File: src/rtl/mul_pkg.sv
// Shared types and defaults for the repeated-addition multiplier.
package mul_pkg;

  localparam int unsigned DEF_WIDTH = 16;

  typedef enum logic [2:0] {
    S_IDLE,
    S_LOAD_A,
    S_LOAD_B,
    S_CHECK,
    S_ADD,
    S_DONE
  } state_t;

endpackage

File: src/rtl/mul_repadd_ctrl.sv
// Sequencer for the repeated-addition multiplier: walks the operand load,
// zero check and add loop, and issues datapath strobes.
module mul_repadd_ctrl
  import mul_pkg::*;
#(
  parameter bit SWAP_MIN = 1'b1
) (
  input  logic clk,
  input  logic rst_n,
  input  logic start,
  input  logic abort,
  input  logic eqz,
  input  logic last,
  input  logic cnt_gt_x,
  output logic ld_a_c,
  output logic ld_b_c,
  output logic clr_p_c,
  output logic ld_p_c,
  output logic dec_b_c,
  output logic swap_c,
  output logic busy,
  output logic done
);

  state_t state;
  logic   abort_c;

  assign abort_c = abort && (state != S_IDLE);

  // Abort outranks every transition; busy/done are registered alongside the state.
  always_ff @(posedge clk or negedge rst_n) begin
    if (!rst_n) begin
      state <= S_IDLE;
      busy  <= 1'b0;
      done  <= 1'b0;
    end else if (abort_c) begin
      state <= S_IDLE;
      busy  <= 1'b0;
      done  <= 1'b0;
    end else begin
      busy <= 1'b1;
      done <= 1'b0;
      case (state)
        S_IDLE: begin
          if (start) state <= S_LOAD_A;
          else       busy  <= 1'b0;
        end
        S_LOAD_A: state <= S_LOAD_B;
        S_LOAD_B: state <= S_CHECK;
        S_CHECK: begin
          if (eqz) begin
            state <= S_DONE;
            done  <= 1'b1;
          end else begin
            state <= S_ADD;
          end
        end
        S_ADD: begin
          if (last) begin
            state <= S_DONE;
            done  <= 1'b1;
          end
        end
        S_DONE: begin
          state <= S_IDLE;
          busy  <= 1'b0;
        end
        default: begin
          state <= S_IDLE;
          busy  <= 1'b0;
        end
      endcase
    end
  end

  // Strobes act on the same edge as the state change they accompany.
  always_comb begin
    ld_a_c  = 1'b0;
    ld_b_c  = 1'b0;
    clr_p_c = abort_c;
    ld_p_c  = 1'b0;
    dec_b_c = 1'b0;
    swap_c  = 1'b0;
    if (!abort_c) begin
      case (state)
        S_LOAD_A: ld_a_c = 1'b1;
        S_LOAD_B: begin
          ld_b_c  = 1'b1;
          clr_p_c = 1'b1;
        end
        S_CHECK:  swap_c = SWAP_MIN && cnt_gt_x;
        S_ADD: begin
          ld_p_c  = 1'b1;
          dec_b_c = 1'b1;
        end
        default: ;
      endcase
    end
  end

endmodule

File: src/rtl/mul_repadd_param.sv
// Unsigned multiplier by repeated addition; operand, count and product
// registers plus the adder live here, sequencing lives in mul_repadd_ctrl.
module mul_repadd_param
  import mul_pkg::*;
#(
  parameter int unsigned WIDTH    = DEF_WIDTH,
  parameter bit          SWAP_MIN = 1'b1
) (
  input  logic               clk,
  input  logic               rst_n,
  input  logic               start,
  input  logic               abort,
  input  logic [WIDTH-1:0]   data_in,
  output logic [2*WIDTH-1:0] product,
  output logic               busy,
  output logic               done
);

  localparam int unsigned PW = 2 * WIDTH;

  logic [WIDTH-1:0] x_q;
  logic [WIDTH-1:0] cnt_q;
  logic [PW-1:0]    p_q;

  logic ld_a_c, ld_b_c, clr_p_c, ld_p_c, dec_b_c, swap_c;
  logic eqz_c, last_c, cnt_gt_x_c;

  assign eqz_c      = (x_q == '0) || (cnt_q == '0);
  assign last_c     = (cnt_q == WIDTH'(1));
  assign cnt_gt_x_c = (cnt_q > x_q);

  mul_repadd_ctrl #(
    .SWAP_MIN (SWAP_MIN)
  ) u_ctrl (
    .clk      (clk),
    .rst_n    (rst_n),
    .start    (start),
    .abort    (abort),
    .eqz      (eqz_c),
    .last     (last_c),
    .cnt_gt_x (cnt_gt_x_c),
    .ld_a_c   (ld_a_c),
    .ld_b_c   (ld_b_c),
    .clr_p_c  (clr_p_c),
    .ld_p_c   (ld_p_c),
    .dec_b_c  (dec_b_c),
    .swap_c   (swap_c),
    .busy     (busy),
    .done     (done)
  );

  // Operand and count registers; swap makes the smaller operand the loop count.
  always_ff @(posedge clk or negedge rst_n) begin
    if (!rst_n) begin
      x_q   <= '0;
      cnt_q <= '0;
    end else begin
      if (ld_a_c) x_q <= data_in;
      if (ld_b_c) cnt_q <= data_in;
      if (swap_c) begin
        x_q   <= cnt_q;
        cnt_q <= x_q;
      end
      if (dec_b_c) cnt_q <= cnt_q - WIDTH'(1);
    end
  end

  // Accumulator; clear wins so an abort mid-add leaves zero.
  always_ff @(posedge clk or negedge rst_n) begin
    if (!rst_n) begin
      p_q <= '0;
    end else if (clr_p_c) begin
      p_q <= '0;
    end else if (ld_p_c) begin
      p_q <= p_q + PW'(x_q);
    end
  end

  assign product = p_q;

endmodule

File: config.mk
export PLATFORM = sky130hd
export DESIGN_NAME = mul_repadd_param
export DESIGN_NICKNAME = d
export VERILOG_FILES = /design/src/rtl/mul_pkg.sv /design/src/rtl/mul_repadd_ctrl.sv /design/src/rtl/mul_repadd_param.sv
export SDC_FILE = /design/constraint.sdc
export NUM_CORES = 1
export LEC_CHECK = 0
export CORE_MARGIN = 4
export CORE_UTILIZATION = 55
export CTS_BUF_LIST = sky130_fd_sc_hd__clkbuf_8
export DETAILED_ROUTE_END_ITERATION = 8
export GPL_TIMING_DRIVEN = 0
export PLACE_DENSITY = 0.88
export REMOVE_ABC_BUFFERS = 1
export SLEW_MARGIN = 5
export SYNTH_ARGS = -nofsm -noshare
export SYNTH_HDL_FRONTEND = slang
export SYNTH_HIERARCHICAL = 1
export SYNTH_SLANG_ARGS = --single-unit
export TNS_END_PERCENT = 100
File: constraint.sdc
create_clock -name clk -period 6.22 [get_ports clk]
set_input_delay 0.622 -clock clk [delete_from_list [all_inputs] [get_ports clk]]
set_output_delay 0.622 -clock clk [all_outputs]
set_load 0.005 [all_outputs]
# After elaboration in Yosys (flattened, before gate mapping)
# Index checks and enable logic that the tools add are counted.
[word_totals]
input_bits = 20
output_inout_bits = 34
register_bits = 69
[classes]
n_lt_le_gt_ge = 1
muxes = 28
n_eq_ne = 7
n_reduce_logical = 11
add_sub_neg = 2
[op_table]
columns = ["op", "n"]
rows = [
  ["two-way mux 16 bit", 5],
  ["two-way mux 32 bit", 2],
  ["adder 32 x 16 -> 32 bit", 1],
  ["zero test 16 bit", 2],
  ["equality test 16 x 1 -> 1 bit (second input constant)", 1],
  ["> comparator 16 bit", 1],
  ["subtractor 16 x 1 -> 16 bit (second input constant)", 1],
  ["two-way mux 1 bit", 15],
  ["case mux 3 bit (5 select lines)", 1],
  ["two-way mux 3 bit", 3],
  ["equality test 3 x 2 -> 1 bit (second input constant)", 2],
  ["!= test 3 x 2 -> 1 bit (second input constant)", 2],
  ["nonzero test 3 bit", 2],
  ["case mux 1 bit (2 select lines)", 2],
  ["nonzero test 2 bit", 2],
  ["OR reduction 4 bit", 1],
  ["equality test 3 x 1 -> 1 bit (second input constant)", 1],
  ["equality test 3 bit (second input constant)", 1],
  ["zero test 3 bit", 1],
  ["AND reduction 2 bit", 1],
  ["logical AND 1 bit", 1],
  ["logical OR 1 bit", 1],
]

# Depth between registers and ports, before layout
# Gate-level depths: netlist of run 1.
[depth]
word_depth = 6
depth_mapped = 16
ltp_nobuf = 14

# Cells and area by module
# The synthesis of run 1 kept the hierarchy.
[by_module_without_submodules]
columns = ["module", "area_each_um2", "cells_per_inst", "instances", "seq_area_each_um2"]
rows = [
  ["mul_repadd_param", 4941.0, 586, 1, 1601.5],
  ["mul_repadd_ctrl", 337.8, 37, 1, 125.1],
]

# Worst setup path after synthesis of run 1
# Ideal clock, no wire load.
[synth_path]
path_type = "input-to-reg"
start = "input port abort"
end = "register p_q[27], in the netlist product[27]"
setup_ps = 125
stages = 10
arrival_ps = 2789
required_ps = 6095
setup_slack_ps = 3306
cell_sequence = "or2b_1 -> nor3_1 -> buf_4 -> buf_2 -> o211ai_1 -> nor2_1 -> and4_1 -> nand2_1 -> o221ai_1 -> mux2_2"
[synth_between]
elab_chain_len = 3
elab_cells_between_ends = 5
[synth_lines]
columns = ["item", "line_no", "source"]
rows = [
  ["start, declared", "mul_repadd_param.sv:12", "input logic abort,"],
  ["logical AND 1 bit", "mul_repadd_ctrl.sv:28", "assign abort_c = abort && (state != S_IDLE);"],
  ["two-way mux 1 bit", "--", ""],
  ["net dec_b_c", "mul_repadd_param.sv:25", "logic ld_a_c, ld_b_c, clr_p_c, ld_p_c, dec_b_c, swap_c;"],
  ["nonzero test 2 bit (no line)", "--", ""],
  ["end signal, assigned", "mul_repadd_param.sv:75", "p_q <= p_q + PW'(x_q);"],
  ["end, declared", "mul_repadd_param.sv:23", "logic [PW-1:0] p_q;"],
]
# The timed path passes the listed nets, and every way through them passes these cells.
# A chain may end at the register's enable or synchronous reset.

# Worst setup path after layout of run 1
# Same ends and word-level chain as after synthesis.

==> results of run 1 <==
## layer usage
metal,share of wire,vias up,wire length (um),GRT usage
li1,-,2343,-,-
met1,0.43,2355,5840,0.326
met2,0.47,222,6450,0.414
met3,0.076,42,1040,0.0553
met4,0.029,0,404,0.109
met5,0,-,0,0
## critical path, stage by stage
cell and delay, ns:
clkdlybuf4s50_1 0.57, or2b_1 0.32, nor3_2 0.51, buf_4 0.34, o211ai_1 0.15, nor2_1 0.31
and4_1 0.33, nand2_1 0.07, o221ai_1 0.22, mux2_2 0.36
## sequential cells by signal (all words and copies together) (netlist names)
name,count
u_ctrl/state,3
product,32
x_q,16
cnt_q,16
u_ctrl/done,1
u_ctrl/busy,1
## through the flow
step | setup TNS, ns | hold WS (ns) | cell area, um2
floorplan | 0 | 0.326 | 5130
global placement | -76.18 | 0.520 | 5820
detailed placement | 0 | 0.536 | 5920
CTS | 0 | 0.223 | 6100
global route | 0 | 0.234 | 6100
finish | 0 | 0.207 | 6100
## cell type report
cell class                      count  area share
Clock inverter                      1    0.000821
Clock buffer                       13      0.0293
Inverter                           23      0.0142
Tap cell                          129      0.0265
Multi-Input combinational cell    499       0.546
Sequential cell                    69       0.283
Timing Repair Buffer               59      0.0999
## final timing paths
| check | from | end |
|---|---|---|
| worst max-delay path | abort | product[27]$_DFFE_PN0P_ |
| worst min-delay path | rst_n | cnt_q[10]$_DFFE_PN0P_ |
| worst max register to register | cnt_q[0]$_DFFE_PN0P_ | cnt_q[10]$_DFFE_PN0P_ |
| worst min register to register | product[0]$_DFFE_PN0P_ | product[0]$_DFFE_PN0P_ |
| max in group asynchronous | rst_n | product[16]$_DFFE_PN0P_ |
| min in group clk | product[0]$_DFFE_PN0P_ | product[0]$_DFFE_PN0P_ |
## synth_stat cells, types with 5 or more instances
cell,count
nand3_1,23
dfrtp_1,69
a21o_1,13
inv_1,23
and2_1,6
nand4_1,13
or3_1,5
mux2_2,12
buf_2,6
a22o_1,7
a21oi_1,53
nand2b_1,8
nor4_1,8
o21ai_0,42
nor3_1,7
a211oi_1,8
xnor2_1,9
nor2_1,65
mux2i_1,29
nor2b_1,18
ha_1,35
nand2_1,59
clkbuf_1,19
o211ai_1,10
xor2_1,5
o21ai_1,6
## where the power goes
group / internal (W) / switching [W] / total (W) / leakage, nW
logic: 0.000441 / 0.000616 / 0.00106 / 1.48
clock network: 0.000183 / 0.000170 / 0.000353 / 0.0974
registers: 0.000577 / 0.000221 / 0.000797 / 0.893
## cell families after synthesis
kind of cell,count (synthesis)
XOR/XNOR,14
adder cells (fa/ha/maj),36
multiplexers,43
AND/OR/NAND/NOR,236
AO/OA/AOI/OAI,170
buffers and inverters,55
flip-flops,69
==> out/qor.csv, run 1 <==
stage,metric,value,unit
status,status,"finished, final reports clean",
routing,drt wl/cell,17.3,um
synth,post-synth top area share,0.327,
routing,Vias/cell,6.26,
floorplan,DIE HEIGHT,106,um
final_layout,"commonest non-fill, non-tap cell in the layout",dfrtp_1,
job,max cap viols,0,
synth,Synth Warn #,6,
synth,Compound-Gate Fraction of Synth Area,0.210,
power,PwrDens,362,mW/mm2
routing,ANT nets after route,0,
clock_network,CTS tree,built,
routing,routed via count,4962,
synth,"Seq/Total Area, Yosys",0.327,
global_routing,total track usage,0.254,
clock_network,"CTS clk-pin slew, worst paths",0.07,ns
sta,fin. max-slew vios,0,
floorplan,core area,0.00928,mm2
final_layout,layout cells sized above 1,0.0768,
worst_setup_path,type of origin of the critical path,input pin,
synth,synthesized area per cell,8.47,um2
synth,Gate Count Post-Synth,623,
synth,Post-synth EDFFs,0,
synth,"Primary FF master, synth",dfrtp_1,
synth,post-synthesis cell type count,66,
worst_setup_path,R2R cell count,13,
synth,post-synthesis mux area share,0.0849,
clock_network,htree depth,3,
final_layout,Fillers,758,
synth,cell type with the highest aggregate area in the netlist,dfrtp_1,
worst_setup_path,Max Fanout on Critical Path,18,
clock_network,clk root buf,clkbuf_8,
sta,fin crit period,3.57,ns
final_layout,final core utilization,0.657,
clock_network,Post-CTS Resized,0,
power,Tot Pwr,0.00221,W
floorplan,Starting Density,0.569,
final_layout,n_diodes,0,
final_layout,most frequent cells in the layout,"dfrtp_1, nor2_1, nand2_1",
floorplan,I/O pin count,54,
worst_setup_path,FF-to-FF setup slack,2.84,ns
clock_network,CTS Buf Count,9,
power,LEAKAGE,2.47,nW
placed_design,"worst slack, placed",2.31,ns
sta,RSZ-0062 raised after global routing,no,
worst_setup_path,Setup CP Type,in -> reg,
global_routing,initial antenna violation count,0,
synth,Yosys reg bits,69,
synth,cell area after synthesis,0.00528,mm2
placed_design,I/O Buffers,53,
synth,xor/xnor share of the synthesized area,0.0232,
routing,drt total wl,13.7,mm
sta,count of final setup violators,0,
global_routing,first-pass GRT wire length,23.2,mm
synth,post-synthesis simple-gate area fraction,0.224,
hold_path,Hold Path Class,in -> async,
placed_design,dpl cells,779,
sta,transition time at the pin with the least slew margin,1.09,ns
routing,first-pass detailed-route iteration total,5,
routing,DRC,0,
routing,drt initial violations,347,
floorplan,full die area,0.0112,mm2
clock_network,clk buf depth,2,
sta,final worst slack,2.65,ns
clock_network,Post-CTS Setup Inserts,0,
worst_setup_path,CP arrival,3.82,ns
synth,largest family of logic cells by synthesized area,simple AND/OR/NAND/NOR gates,
floorplan,Core Rows,35,
final_layout,# nets final,717,
clock_network,clock sinks,69,
synth,Synth area leaders,"dfrtp_1, ha_1, mux2i_1, a21oi_1, nor2_1",
final_layout,Layout Cells excl Fill,793,
sta,final period utilization,0.574,
placed_design,routability cong.,0.937,
sta,relative slew slack,0.273,
final_layout,FF/Latch Area,0.00173,mm2
synth,Post-Synth Adder-Cell Area,0.0868,
worst_setup_path,CP required,6.47,ns
floorplan,Die X,106,um
global_routing,largest net degree at the start of global routing,46,
synth,Synth async-reset ratio,1.00,
power,VDD IR max,0.000194,V
sta,endpoints failing hold,0,
placed_design,DP HPWL,9.85,mm
final_layout,area of the multi-input gates,0.00333,mm2
clock_network,clock latency on the worst-skew pair,0.36,ns
worst_setup_path,Critical Path End Type,flop,
clock_network,hold_buf cts,0,
final_layout,P&R area growth vs syn,15.5,%
global_routing,total grt overflow,0,
global_routing,vias in the first global route,4925,
sta,fmax,280,MHz
sta,post-route clock skew,0.00922,ns
Power figures use the tool's default switching activity.
==> run 2: changes to the inputs <==
--- a/config.mk
+++ b/config.mk
@@ -6,11 +6,11 @@
 export NUM_CORES = 1
 export LEC_CHECK = 0
 export CORE_MARGIN = 4
-export CORE_UTILIZATION = 55
+export CORE_UTILIZATION = 54
 export CTS_BUF_LIST = sky130_fd_sc_hd__clkbuf_8
 export DETAILED_ROUTE_END_ITERATION = 8
 export GPL_TIMING_DRIVEN = 0
-export PLACE_DENSITY = 0.88
+export PLACE_DENSITY = 0.89
 export REMOVE_ABC_BUFFERS = 1
 export SLEW_MARGIN = 5
 export SYNTH_ARGS = -nofsm -noshare
==> constraint.sdc (replaced) <==
create_clock -name clk -period 3 [get_ports clk]
set_input_delay 0.3 -clock clk [delete_from_list [all_inputs] [get_ports clk]]
set_output_delay 0.3 -clock clk [all_outputs]
set_load 0.005 [all_outputs]
==> out/qor.csv, run 2 (synthesis gave the netlist of run 1 again) <==
stage,metric,value,unit,change
status,status,"finished, final reports clean",,unchanged
placed_design,dpl cells,779,,unchanged
clock_network,clk root buf,clkbuf_8,,unchanged
floorplan,full die area,0.0114,mm2,was 0.0112 mm2
routing,drt initial violations,355,,was 347
power,LEAKAGE,2.53,nW,was 2.47 nW
power,sw frac,0.460,,was 0.456
power,Comb pwr share,0.483,,was 0.479
power,sequential share of power,0.351,,was 0.361
worst_setup_path,Critical-path top delay cell,nor3_2,,was clkdlybuf4s50_1
sta,final period utilization,0.960,,
worst_setup_path,CP required,3.25,ns,was 6.47 ns
job,max cap viols,0,,unchanged
placed_design,I/O Buffers,53,,unchanged
sta,fmax,347,MHz,
hold_path,WHS Path Cells,2,,
final_layout,P&R area growth vs syn,18.5,%,was 15.5%
hold_path,Hold Path Class,in -> reg,,was in -> async
clock_network,CTS tree,built,,unchanged
sta,transition time at the pin with the least slew margin,1.15,ns,was 1.09 ns
clock_network,CTS Buf Count,9,,unchanged
placed_design,routability cong.,0.941,,was 0.937
clock_network,clock sinks,69,,unchanged
global_routing,initial antenna violation count,0,,unchanged
placed_design,area of placed instances,0.00593,mm2,was 0.00592 mm2
sta,count of final setup violators,0,,unchanged
power,VDD IR max,0.000461,V,was 0.000194 V
worst_setup_path,worst-path cell chain,inv_1 -> ha_1 -> a21oi_1 -> nor2_1 -> a211oi_1 -> o21ai_0 -> nor2_1 -> a21oi_2 -> nand2_2 -> nor2_4 -> buf_16 -> nor3_2 -> a21oi_1 -> nor2_1 -> a21oi_1,,was clkdlybuf4s50_1 -> or2b_1 -> nor3_2 -> buf_4 -> o211ai_1 -> nor2_1 -> and4_1 -> nand2_1 -> o221ai_1 -> mux2_2
floorplan,DIE HEIGHT,107,um,was 106 um
final_layout,most frequent cells in the layout,"dfrtp_1, nor2_1, nand2_1",,unchanged
routing,drt total wl,14.1,mm,was 13.7 mm
power,Clock power frac,0.166,,was 0.160
clock_network,clk buf depth,2,,unchanged
power,Tot Pwr,0.00475,W,was 0.00221 W
clock_network,htree depth,3,,unchanged
sta,fin crit period,2.88,ns,
worst_setup_path,Setup CP Type,reg -> reg,,was in -> reg
global_routing,first-pass GRT wire length,23.3,mm,was 23.2 mm
routing,first-pass detailed-route iteration total,5,,unchanged
routing,DRC,0,,unchanged
routing,routed via count,5054,,was 4962
sta,fin. max-slew vios,0,,unchanged
worst_setup_path,Max Fanout on Critical Path,37,,was 18
worst_setup_path,R2R cell count,15,,was 13
power,NetSw,0.00219,W,was 0.00101 W
floorplan,Core Rows,35,,unchanged
final_layout,design area,0.00626,mm2,was 0.00610 mm2
sta,endpoints failing hold,0,,unchanged
clock_network,clock latency on the worst-skew pair,0.37,ns,was 0.36 ns
routing,drt wl/cell,17.5,um,was 17.3 um
final_layout,"commonest non-fill, non-tap cell in the layout",dfrtp_1,,unchanged
routing,Vias/cell,6.29,,was 6.26
sta,RSZ-0062 raised after global routing,yes,,was no
power,Int Pwr,0.00256,W,was 0.00120 W
final_layout,# nets final,726,,was 717
worst_setup_path,CP max stage delay,0.46,ns,was 0.57 ns
global_routing,largest net degree at the start of global routing,50,,was 46
global_routing,total track usage,0.248,,was 0.254
sta,setup TNS,0,ns,unchanged
placed_design,DP HPWL,9.87,mm,was 9.85 mm
final_layout,layout cells sized above 1,0.108,,was 0.0768
worst_setup_path,CP arrival,3.13,ns,was 3.82 ns
clock_network,"CTS clk-pin slew, worst paths",0.09,ns,was 0.07 ns
power,PwrDens,760,mW/mm2,was 362 mW/mm2
floorplan,Die X,107,um,was 106 um
final_layout,max FFs per register,32,,unchanged
floorplan,core area,0.00937,mm2,was 0.00928 mm2
final_layout,n_diodes,0,,unchanged
global_routing,total grt overflow,0,,unchanged
worst_setup_path,type of origin of the critical path,flop,,was input pin
final_layout,Layout Cells excl Fill,804,,was 793
sta,Fin Hold WS,0.339,ns,was 0.207 ns
sta,post-route clock skew,0.0186,ns,was 0.00922 ns
worst_setup_path,Critical Path End Type,flop,,unchanged
global_routing,vias in the first global route,5008,,was 4925
sta,relative slew slack,0.231,,was 0.273
floorplan,Starting Density,0.563,,was 0.569
floorplan,I/O pin count,54,,unchanged
routing,ANT nets after route,0,,unchanged
==> run 2: final timing paths <==
path	from	to	slack, ns
setup / recovery	x_q[9]$_DFFE_PN0P_	cnt_q[4]$_DFFE_PN0P_	0.12
max in group asynchronous	rst_n	x_q[12]$_DFFE_PN0P_	2.07
setup reg to reg	x_q[9]$_DFFE_PN0P_	cnt_q[4]$_DFFE_PN0P_	0.12
hold reg to reg	u_ctrl/state[2]$_DFFE_PN0P_	u_ctrl/state[1]$_DFFE_PN0P_	0.52
min in group asynchronous	rst_n	product[4]$_DFFE_PN0P_	0.40
hold / removal	abort	u_ctrl/state[2]$_DFFE_PN0P_	0.34
==> run 2: timing repair <==
action,in CTS,in global routing
setup buffers,2,5
resized for setup,6,12
hold buffers,1,0
setup endpoints to repair,17,16
pin swaps,2,4
gates cloned,1,0
endpoints found under the hold margin,20,0
==> run 2: through the flow <==
step           utilization  worst slack (ns)
2_1_floorplan            -             -2.92
3_3_place_gp         0.621             -5.16
3_5_place_dp         0.632            -0.677
4_1_cts              0.660            0.0146
5_1_grt              0.668           -0.0179
6_report             0.668             0.120
==> run 2: worst max-delay path, delay by kind of cell, from the launching register on <==
family                     cells  cell delay [ns]
buffers and inverters          2             0.25
and+or+nand+nor                6             0.99
adders and majority gates      1             0.31
DFF                            1             0.44
AOI/OAI and AO/OA              6             0.76
==> run 2: power by group through the flow <==
stage,clock network [W],logic (W),registers [W]
4_1_cts,0.000792,0.00219,0.00164
3_5_place_dp,0,0.00214,0.00165
5_1_grt,0.000836,0.00257,0.00170
2_1_floorplan,0,0.00162,0.00150
6_report,0.000786,0.00230,0.00167
3_3_place_gp,0,0.00202,0.00163
==> run 2: area by class of cell <==
class,instances,area (um2)
inverters,23,86.3
well taps,129,161
clock inverters,7,73.8
fillers,739,3120
clock buffers,9,124
repair buffers,67,693
flip-flops and latches,69,1730
multi-input cells,500,3380
==> run 2: routing by layer <==
metal / share of wire / vias to the layer above / GRT usage
li1: - / 2354 / -
met1: 0.42 / 2397 / 0.317
met2: 0.47 / 252 / 0.402
met3: 0.072 / 51 / 0.0512
met4: 0.037 / 0 / 0.120
met5: 0 / - / 0
==> run 3: changes to the inputs <==
--- a/config.mk
+++ b/config.mk
@@ -5,9 +5,11 @@
 export SDC_FILE = /design/constraint.sdc
 export NUM_CORES = 1
 export LEC_CHECK = 0
+export CAP_MARGIN = 40
 export CORE_MARGIN = 4
 export CORE_UTILIZATION = 54
 export CTS_BUF_LIST = sky130_fd_sc_hd__clkbuf_8
+export CTS_CLUSTER_SIZE = 20
 export DETAILED_ROUTE_END_ITERATION = 8
 export GPL_TIMING_DRIVEN = 0
 export PLACE_DENSITY = 0.89
==> out/qor.csv, run 3 (synthesis gave the netlist of run 1 again) <==
stage,metric,value,unit,change
sta,fin. max-slew vios,0,,unchanged
clock_network,CTS tree,built,,unchanged
sta,endpoints failing hold,0,,unchanged
final_layout,n_diodes,0,,unchanged
worst_setup_path,Max Fanout on Critical Path,17,,was 37
floorplan,Core Rows,35,,unchanged
routing,DRC,0,,unchanged
power,LEAKAGE,2.52,nW,was 2.53 nW
job,max cap viols,0,,unchanged
placed_design,I/O Buffers,53,,unchanged
routing,first-pass detailed-route iteration total,6,,was 5
clock_network,clock latency on the worst-skew pair,0.36,ns,was 0.37 ns
sta,RSZ-0062 raised after global routing,yes,,unchanged
placed_design,DP HPWL,9.88,mm,was 9.87 mm
status,status,"finished, final reports clean",,unchanged
worst_setup_path,Worst Setup SP,u_ctrl/state[2]$_DFFE_PN0P_,,was x_q[9]$_DFFE_PN0P_
routing,routed via count,5102,,was 5054
routing,drt initial violations,433,,was 355
routing,drt total wl,14.0,mm,was 14.1 mm
clock_network,clk root buf,clkbuf_8,,unchanged
final_layout,layout cells sized above 1,0.107,,was 0.108
floorplan,DIE HEIGHT,107,um,unchanged
worst_setup_path,R2R cell count,10,,was 15
final_layout,most frequent cells in the layout,"dfrtp_1, nor2_1, nand2_1",,unchanged
power,VDD IR max,0.000401,V,was 0.000461 V
floorplan,core area,0.00937,mm2,unchanged
sta,fin crit period,2.87,ns,was 2.88 ns
global_routing,total grt overflow,0,,unchanged
global_routing,first-pass GRT wire length,23.2,mm,was 23.3 mm
hold_path,hold wc startpoint,abort,,unchanged
global_routing,largest net degree at the start of global routing,50,,unchanged
final_layout,design area,0.00624,mm2,was 0.00626 mm2
sta,post-route clock skew,0.0130,ns,was 0.0186 ns
placed_design,routability cong.,0.941,,unchanged
final_layout,P&R area growth vs syn,18.2,%,was 18.5%
final_layout,# nets final,726,,unchanged
floorplan,full die area,0.0114,mm2,unchanged
worst_setup_path,CP arrival,3.12,ns,was 3.13 ns
worst_setup_path,r2r startpoint,u_ctrl/state[2]$_DFFE_PN0P_,,was x_q[9]$_DFFE_PN0P_
routing,Vias/cell,6.35,,was 6.29
worst_setup_path,FF-to-FF setup slack,0.13,ns,was 0.12 ns
floorplan,I/O pin count,54,,unchanged
hold_path,WHS Path Cells,2,,unchanged
clock_network,CTS Buf Count,9,,unchanged
worst_setup_path,Critical Path End Type,flop,,unchanged
sta,relative slew slack,0.616,,was 0.231
final_layout,"commonest non-fill, non-tap cell in the layout",dfrtp_1,,unchanged
clock_network,htree depth,3,,unchanged
routing,ANT nets after route,0,,unchanged
clock_network,clk buf depth,2,,unchanged
sta,final worst slack,0.130,ns,was 0.120 ns
worst_setup_path,type of origin of the critical path,flop,,unchanged
routing,drt wl/cell,17.5,um,about the same
global_routing,initial antenna violation count,0,,unchanged
clock_network,"CTS clk-pin slew, worst paths",0.08,ns,was 0.09 ns
worst_setup_path,Setup CP Type,reg -> reg,,unchanged
floorplan,Die X,107,um,unchanged
global_routing,total track usage,0.247,,was 0.248
hold_path,Hold Path Class,in -> reg,,unchanged
clock_network,clock sinks,69,,unchanged
final_layout,max FFs per register,32,,unchanged
sta,count of final setup violators,0,,unchanged
final_layout,final core utilization,0.666,,was 0.668
hold_path,worst hold endpoint,u_ctrl/state[2]$_DFFE_PN0P_,,unchanged
placed_design,"worst slack, placed",-0.823,ns,was -0.677 ns
sta,final period utilization,0.957,,was 0.960
sta,transition time at the pin with the least slew margin,0.574,ns,was 1.15 ns
worst_setup_path,CP required,3.25,ns,about the same
final_layout,Fillers,745,,was 739
sta,fmax,348,MHz,was 347 MHz
power,PwrDens,751,mW/mm2,was 760 mW/mm2
worst_setup_path,Worst R2R End,product[27]$_DFFE_PN0P_,,was cnt_q[4]$_DFFE_PN0P_
floorplan,Starting Density,0.563,,unchanged
global_routing,vias in the first global route,4878,,was 5008
placed_design,area of placed instances,0.00594,mm2,was 0.00593 mm2
==> run 3: power breakdown <==
part / internal [W] / switching (W) / leakage, nW
combinational: 0.000966 / 0.00132 / 1.54
sequential: 0.00120 / 0.000469 / 0.887
clock: 0.000345 / 0.000382 / 0.0917
==> run 3: routing by layer <==
metal / GRT usage / part of all wire / up-vias
met2: 0.404 / 0.48 / 235
met5: 0 / 0 / -
met1: 0.321 / 0.41 / 2458
met4: 0.0877 / 0.028 / 0
li1: - / - / 2361
met3: 0.0554 / 0.073 / 48
==> run 3: area by class of cell <==
type                       count  area (um2)  share of cell area
multi-input combinational    501        3390               0.543
sequential                    69        1730               0.278
timing repair buffer          66         686               0.110
tap                          129         161              0.0259
clock buffer                  11         151              0.0243
inverter                      23        86.3              0.0138
clock inverter                 5        33.8             0.00541
==> run 3: per-stage QoR <==
stage          std cells  hold WS [ns]  power (W)  setup TNS, ns
2_1_floorplan        591       0.00441    0.00311        -115.08
3_3_place_gp         773         0.522    0.00365        -288.64
3_5_place_dp         781         0.217    0.00380          -8.21
4_1_cts              801         0.398    0.00459              0
5_1_grt              804         0.350    0.00502         -0.159
6_report             804         0.330    0.00469              0
==> run 3: worst max path at each step <==
stage                                    to
finish              product[27]$_DFFE_PN0P_
floorplan           product[27]$_DFFE_PN0P_
CTS                 product[27]$_DFFE_PN0P_
global placement    product[27]$_DFFE_PN0P_
global route          cnt_q[10]$_DFFE_PN0P_
detailed placement  product[27]$_DFFE_PN0P_
==> run 3: repair_timing <==
| item | 4_1_cts | 5_1_grt |
|---|---|---|
| gates cloned | 1 | 1 |
| endpoints found under the setup margin | 21 | 15 |
| resized for setup | 7 | 11 |
| buffers inserted | 2 | 2 |
| hold buffers | 1 | 0 |
| pin swaps | 2 | 3 |
| endpoints found under the hold margin | 20 | 0 |
==> run 3: critical path: stages (launching register included) <==
cell and delay, ns:
dfrtp_2 0.47, or2b_1 0.30, nor3_4 0.19, buf_4 0.25, buf_6 0.20, o211ai_1 0.16, nor2_2 0.22, and4_1 0.31
nand2_1 0.07, o221ai_1 0.22, mux2_2 0.36
